[config.mk]
export PLATFORM = sky130hd
export DESIGN_NAME = data_sync_scheduler
export DESIGN_NICKNAME = d
export VERILOG_FILES = /design/src/rtl/data_sync_scheduler.sv
export SDC_FILE = /design/constraint.sdc
export NUM_CORES = 1
export LEC_CHECK = 0
export ABC_AREA = 1
export ABC_CLOCK_PERIOD_IN_PS = 2200
export BUFFER_PORTS_ARGS = -buffer_cell sky130_fd_sc_hd__clkbuf_2
export CORE_ASPECT_RATIO = 1.1
export CORE_MARGIN = 10
export CORE_UTILIZATION = 31
export DETAILED_ROUTE_END_ITERATION = 12
export PLACE_DENSITY = 0.52
export SYNTH_ARGS = -nofsm -noshare
export SYNTH_HDL_FRONTEND = slang
export SYNTH_SLANG_ARGS = --single-unit
[constraint.sdc]
create_clock -name clk -period 2.2 [get_ports clk]
set_input_delay 0.33 -clock clk [delete_from_list [all_inputs] [get_ports clk]]
set_output_delay 0.33 -clock clk [all_outputs]
set_load 0.1 [all_outputs]
[src/rtl/data_sync_scheduler.sv]
// rtl/data_sync_scheduler.sv - round-robin scheduler sharing one data synchronizer channel
module data_sync_scheduler #(
    parameter int NUM_REQ     = 4,
    parameter int BUS_WIDTH   = 8,
    parameter int HOLD_CYCLES = 5,
    parameter int GAP_CYCLES  = 3
) (
    input  logic                         clk,
    input  logic                         rst,
    input  logic [NUM_REQ-1:0]           req,
    input  logic [NUM_REQ*BUS_WIDTH-1:0] data_in,
    output logic [NUM_REQ-1:0]           grant,
    output logic [NUM_REQ-1:0]           done,
    output logic [BUS_WIDTH-1:0]         Unsync_bus,
    output logic                         bus_enable,
    output logic                         busy
);

    localparam int PTR_W   = $clog2(NUM_REQ);
    localparam int SUM_W   = PTR_W + 1;
    localparam int MAX_CNT = (HOLD_CYCLES > GAP_CYCLES) ? HOLD_CYCLES : GAP_CYCLES;
    localparam int CNT_W   = $clog2(MAX_CNT + 1);
    localparam logic [CNT_W-1:0] HOLD_LOAD = CNT_W'(HOLD_CYCLES - 1);
    localparam logic [CNT_W-1:0] GAP_LOAD  = CNT_W'(GAP_CYCLES - 1);
    localparam logic [PTR_W-1:0] LAST_IDX  = PTR_W'(NUM_REQ - 1);
    localparam logic [SUM_W-1:0] NUM_REQ_S = SUM_W'(NUM_REQ);

    typedef enum logic [1:0] {
        IDLE,
        HOLD,
        GAP
    } state_t;

    state_t               state;
    state_t               state_d;
    logic [PTR_W-1:0]     ptr;
    logic [PTR_W-1:0]     ptr_d;
    logic [PTR_W-1:0]     own;
    logic [PTR_W-1:0]     own_d;
    logic [CNT_W-1:0]     cnt;
    logic [CNT_W-1:0]     cnt_d;
    logic [BUS_WIDTH-1:0] bus_d;
    logic                 enable_d;
    logic [NUM_REQ-1:0]   grant_d;
    logic [NUM_REQ-1:0]   done_d;
    logic                 win_found;
    logic [PTR_W-1:0]     win_idx;
    logic [SUM_W-1:0]     scan;

    // Round-robin search: first requesting index starting at ptr, wrapping modulo NUM_REQ
    always_comb begin
        win_found = 1'b0;
        win_idx   = '0;
        scan      = '0;
        for (int k = 0; k < NUM_REQ; k++) begin
            scan = {1'b0, ptr} + SUM_W'(k);
            if (scan >= NUM_REQ_S) begin
                scan = scan - NUM_REQ_S;
            end
            if (!win_found && req[scan[PTR_W-1:0]]) begin
                win_found = 1'b1;
                win_idx   = scan[PTR_W-1:0];
            end
        end
    end

    // Next-state and next-output logic; the bus word only moves on the IDLE->HOLD edge
    always_comb begin
        state_d  = state;
        ptr_d    = ptr;
        own_d    = own;
        cnt_d    = cnt;
        bus_d    = Unsync_bus;
        enable_d = bus_enable;
        grant_d  = '0;
        done_d   = '0;
        case (state)
            IDLE: begin
                if (win_found) begin
                    bus_d            = data_in[int'(win_idx)*BUS_WIDTH +: BUS_WIDTH];
                    enable_d         = 1'b1;
                    grant_d[win_idx] = 1'b1;
                    own_d            = win_idx;
                    ptr_d            = (win_idx == LAST_IDX) ? '0 : win_idx + 1'b1;
                    cnt_d            = HOLD_LOAD;
                    state_d          = HOLD;
                end
            end
            HOLD: begin
                if (cnt != '0) begin
                    cnt_d = cnt - 1'b1;
                end else begin
                    enable_d    = 1'b0;
                    done_d[own] = 1'b1;
                    cnt_d       = GAP_LOAD;
                    state_d     = GAP;
                end
            end
            GAP: begin
                if (cnt != '0) begin
                    cnt_d = cnt - 1'b1;
                end else begin
                    state_d = IDLE;
                end
            end
            default: begin
                state_d = IDLE;
            end
        endcase
    end

    // State and output registers; reset aborts any transfer without issuing done
    always_ff @(posedge clk or posedge rst) begin
        if (rst) begin
            state      <= IDLE;
            ptr        <= '0;
            own        <= '0;
            cnt        <= '0;
            Unsync_bus <= '0;
            bus_enable <= 1'b0;
            grant      <= '0;
            done       <= '0;
        end else begin
            state      <= state_d;
            ptr        <= ptr_d;
            own        <= own_d;
            cnt        <= cnt_d;
            Unsync_bus <= bus_d;
            bus_enable <= enable_d;
            grant      <= grant_d;
            done       <= done_d;
        end
    end

    assign busy = (state != IDLE);

endmodule

== Yosys cells after proc, flatten, opt, wreduce, memory -nomap -nowiden ==
Index checks and enable logic that the tools add are counted.

* Input port bits: 38
* Bits in registers: 26
* Output and inout bits: 18

* Equality and inequality tests: 7
* Shifts and indexed selects: 1
* Reduce and logical (&&, ||, !) cells: 17
* $add $sub $neg: 9
* Muxes and demuxes: 40
* Order comparisons: 12

{| class="wikitable"
|+ Operators with widths
! operator !! count
|-
| $shiftx 32x6->8 || 1
|-
| $mux 2 || 12
|-
| $lt 2x3->1 const B || 6
|-
| $mux 4 || 4
|-
| $mux 1 || 12
|-
| $ge 3x3->1 const B || 3
|-
| $mux 3 || 3
|-
| $pmux 3 s3 || 1
|-
| $reduce_and 3->1 || 3
|-
| $bmux 1 s2 || 4
|-
| $ne 2x2->1 const B || 4
|-
| $sub 2x1->2 const B || 4
|-
| $add 2x2->3 const B || 2
|-
| $pmux 2 s3 || 1
|-
| $reduce_bool 3->1 || 2
|-
| $logic_and 1x1->1 || 5
|-
| $demux 1 s2 || 2
|-
| $eq 2x2->1 const B || 2
|-
| $ge 2x1->1 const B || 2
|-
| $reduce_bool 2->1 || 2
|-
| $add 2x1->3 const B || 1
|-
| $ge 2x3->1 const B || 1
|-
| $logic_not 1->1 || 3
|-
| $sub 3x1->3 const B || 1
|-
| 5 further kinds || 5
|}

== Depth between registers and ports, before layout ==
* Depth in word-level cells: 20
* Depth in mapped cells: 14
* Mapped depth without buffers: 13

== Worst setup path after synthesis ==
OpenSTA, ideal clock, no wires.

* Path type: flip-flop to flip-flop
* Start point: reg ptr[0]
* End point: reg ptr[1]
* Arrival time: 1711 ps
* Stages on the path, launching flop included: 14
* Buffers on the path: 2
* Setup slack: 361 ps
* Period minus slack after synthesis: 1839 ps
* Cells stage by stage: dfrtp_1 > buf_6 > nand2_1 > nand2_1 > nand2_2 > nand2_2 > nand4_2 > nand2_1 > nor2_2 > buf_6 > inv_2 > ha_1 > nand2_1 > o21ai_0

* Cells in the longest elaborated chain, start to end: 16
* Elaborated cells on any way between the ends: 41
* Those cells by class: add/sub: 8; order compare: 4; eq/ne: 1; mux: 21; reduce/logical: 7

{| class="wikitable"
|+ Ends and longest elaborated chain
! what !! RTL line !! text
|-
| start: declaration || 36 || <nowiki>logic [PTR_W-1:0] ptr;</nowiki>
|-
| start signal: assignment || 125 || <nowiki>ptr <= ptr_d;</nowiki>
|-
| parallel branches: the longest is 16 deep, another holds $add 2x1->3 || n/a ||
|}

Several ways; the timed one is not identified. The select of a mux whose other input is x is not followed.
A chain may end at the register's enable or synchronous reset.

== Worst setup path after layout ==
* Start point: reg ptr[0]
* End point: reg Unsync_bus[2]

* Cells in the longest elaborated chain, start to end: 15
* Elaborated cells on any way between the ends: 39
* Those cells by class: add/sub: 7; order compare: 4; shift: 1; mux: 20; reduce/logical: 7

{| class="wikitable"
|+ Ends and longest elaborated chain
! what !! RTL line !! text
|-
| parallel branches: the longest is 15 deep, another holds $add 2x1->3 || n/a ||
|-
| end signal: assignment || 128 || <nowiki>Unsync_bus <= bus_d;</nowiki>
|-
| end: declaration || 14 || <nowiki>output logic [BUS_WIDTH-1:0] Unsync_bus,</nowiki>
|}

Several ways; the timed one is not identified. The select of a mux whose other input is x is not followed.

==> out/results.tsv <==
stage	metric	value	unit
run	max-capacitance violation count	0	
synthesis	Cell variety after synth	27	
sta	final setup vio count	0	
sta	worst setup margin	0.221	ns
sta	Rel. slew slack	63.3	%
critical_path	crit path launch	ptr[0]$_DFFE_PP0P_	
floorplanning	full die area	9290	µm²
routing	Final ANT Viol Nets	0	
global_routing	initial antenna violation count	0	
synthesis	Syn Inst Count	256	
clock_tree	CTS tree	done	
floorplanning	Placement Rows	29	
final_layout	fillcell total	612	
synthesis	biggest area consumer among synthesized cells	dfrtp_1	
sta	min cycle time layout	1.98	ns
floorplanning	die height	100	µm
final_layout	ANT cells	0	
floorplanning	IO Count	56	
routing	drt wl/cell	13.0	µm
placement	number of port buffers	55	
placement	DP HPWL	4240	µm
synthesis	synthesized cell area	1810	µm²
sta	RSZ-0062 raised after global routing	false	
clock_tree	TritonCTS buffer count	3	
clock_tree	root buffer cell	clkbuf_8	
clock_tree	CTS clk-pin slew, worst paths	0.10	ns
clock_tree	TritonCTS Sinks	26	
routing	via count	1804	
synthesis	syn_nets	301	
synthesis	ys flop type	dfrtp_1	
global_routing	first-pass GRT wire length	8680	µm
clock_tree	clk buf depth	2	
synthesis	post-synth top area share	36.0	%
critical_path	Crit Path Category	flop to flop	
routing	drt total wl	5160	µm
floorplanning	total core area	5700	µm²
synthesis	EDFF count, synth	0	
final_layout	register area	652	µm²
critical_path	CP max FO	10	
synthesis	yosys synthesis warning count	0	
critical_path	critical path capture point type	flop	
synthesis	sequential area share after synthesis	36.0	%
routing	starting DRC count in detailed routing	79	
synthesis	Synth top cells by count	nand2_1, inv_1, nand3_1, nor2_1, dfrtp_1	
global_routing	GRT Util Overall	11.2	%
final_layout	final core occ	40.0	%
global_routing	total global routing overflow	0	
critical_path	Critical Path RT	2.41	ns
clock_tree	H-tree depth	1	
synthesis	#FFs+latches synth	26	
sta	TNS Setup	0	ns
routing	Pre-antenna DRT Iters	4	
sta	Worst-Margin Slew	0.553	ns
min_path	Hold Path Class	input port to asynchronous set/reset pin	
synthesis	Synth area leaders	dfrtp_1, nand2_1, inv_1, nand3_1, nor2_1	
sta	f_max	505	MHz
placement	GP Congestion	0.843	
floorplanning	Starting Density	31.7	%
critical_path	CP startpoint kind	flop	
clock_tree	post-CTS setup buffers	0	
synthesis	syn_area_per_cell	7.06	µm²
routing	DRC	0	
sta	Min Hold Slack	0.0781	ns
floorplanning	Die Wd	92.8	µm
global_routing	largest net degree at the start of global routing	27	
sta	fin crit share	90.0	%
final_layout	area grow syn2layout	26.2	%
synthesis	most common cell in the netlist	nand2_1	
final_layout	fraction of final layout cells sized beyond drive strength 1	28.2	%
critical_path	worst r2r src	ptr[0]$_DFFE_PP0P_	
critical_path	Critical Path AT	2.19	ns
sta	Final Hold Viols	0	
clock_tree	Skew-Pair Late Insertion Delay	0.28	ns
placement	dpl ws	0.155	ns
synthesis	FFs w/ async S/R, synth	100	%
sta	max-slew violation count	0	
sta	clk_skew	0.00575	ns
routing	Vias/cell	4.56	
final_layout	Final nets	365	
final_layout	multi-input gate area in the final layout	951	µm²
run_status	status	finished clean	
global_routing	number of global-route vias before repair	1826	
[sequential cells by signal (all words and copies together) (netlist names)]
name        flops
Unsync_bus      8
done            4
grant           4
cnt             3
own             2
ptr             2
state           2
bus_enable      1
[path summary, 6_finish.rpt]
kind	end	slack, ns	depth (start not counted)
worst min register to register	done[1]$_DFF_PP0_	0.48	1
worst max register to register	Unsync_bus[2]$_DFFE_PP0P_	0.22	12
min in group clk	Unsync_bus[3]$_DFFE_PP0P_	0.33	3
max in group asynchronous	ptr[0]$_DFFE_PP0P_	1.85	3
worst max-delay path	Unsync_bus[2]$_DFFE_PP0P_	0.22	12
worst min-delay path	bus_enable$_DFFE_PP0P_	0.08	3
[critical path, cell delays in order (launching register included)]
cell     delay, ns
dfrtp_2       0.49
inv_4         0.13
nand2_1       0.09
nand2_1       0.10
nand2_1       0.06
nand2_1       0.15
nand3_1       0.11
nor2_1        0.12
nor2_2        0.07
buf_4         0.17
nor2_4        0.20
nand3_1       0.12
nand3_1       0.11
[cell families after synthesis]
logic type	count (synthesis)	share of synthesized area, %
buffers and inverters	48	11.5
adders and majority gates	7	4.85
xor gates and xnor gates	1	0.485
AOI/OAI and AO/OA	15	4.64
DFF	26	36.0
and+or+nand+nor	159	42.5
[stage by stage]
step	instance area, µm²	std cells
after global placement	2200	392
after detailed placement	2200	392
final	2280	396
after CTS	2270	396
after global routing	2280	396
after floorplan	1810	256
[per-layer routing]
| layer | vias up | wire length, µm | global-route usage, % |
|---|---|---|---|
| met4 | 0 | 57 | 2.85 |
| met2 | 43 | 2410 | 18.5 |
| met3 | 4 | 299 | 3.21 |
| met5 | - | 0 | 0 |
| met1 | 814 | 2390 | 14.0 |
| li1 | 943 | - | - |
[area by class of cell]
cell class                 instances  share of cell area (%)
timing repair buffer              65                    15.4
inverter                          42                    7.02
clock inverter                     1                    1.32
sequential                        26                    28.6
tap                               77                    4.22
multi-input combinational        182                    41.7
clock buffer                       3                    1.81
[timing repair]
item                                   4_1_cts  5_1_grt
endpoints found under the hold margin        0        0
hold buffers                                 0        0
setup endpoints to repair                    0       12
resized for setup                            0        3
[placed cells by master, fill, tap and decap left out, drive strengths merged, types with 5 or more instances in the layout]
cell type  synthesis  layout
inv               42      42
buf                5      10
nand3             29      29
nor3               5       5
nand4             14      14
clkbuf             1      58
nor2              32      32
nand2             71      71
o21ai             10      10
dfrtp             26      26
nand3b             8       8
ha                 7       7
Power is not shown: default switching activity piles up to over one toggle a cycle in this logic, so the estimate is an artifact.
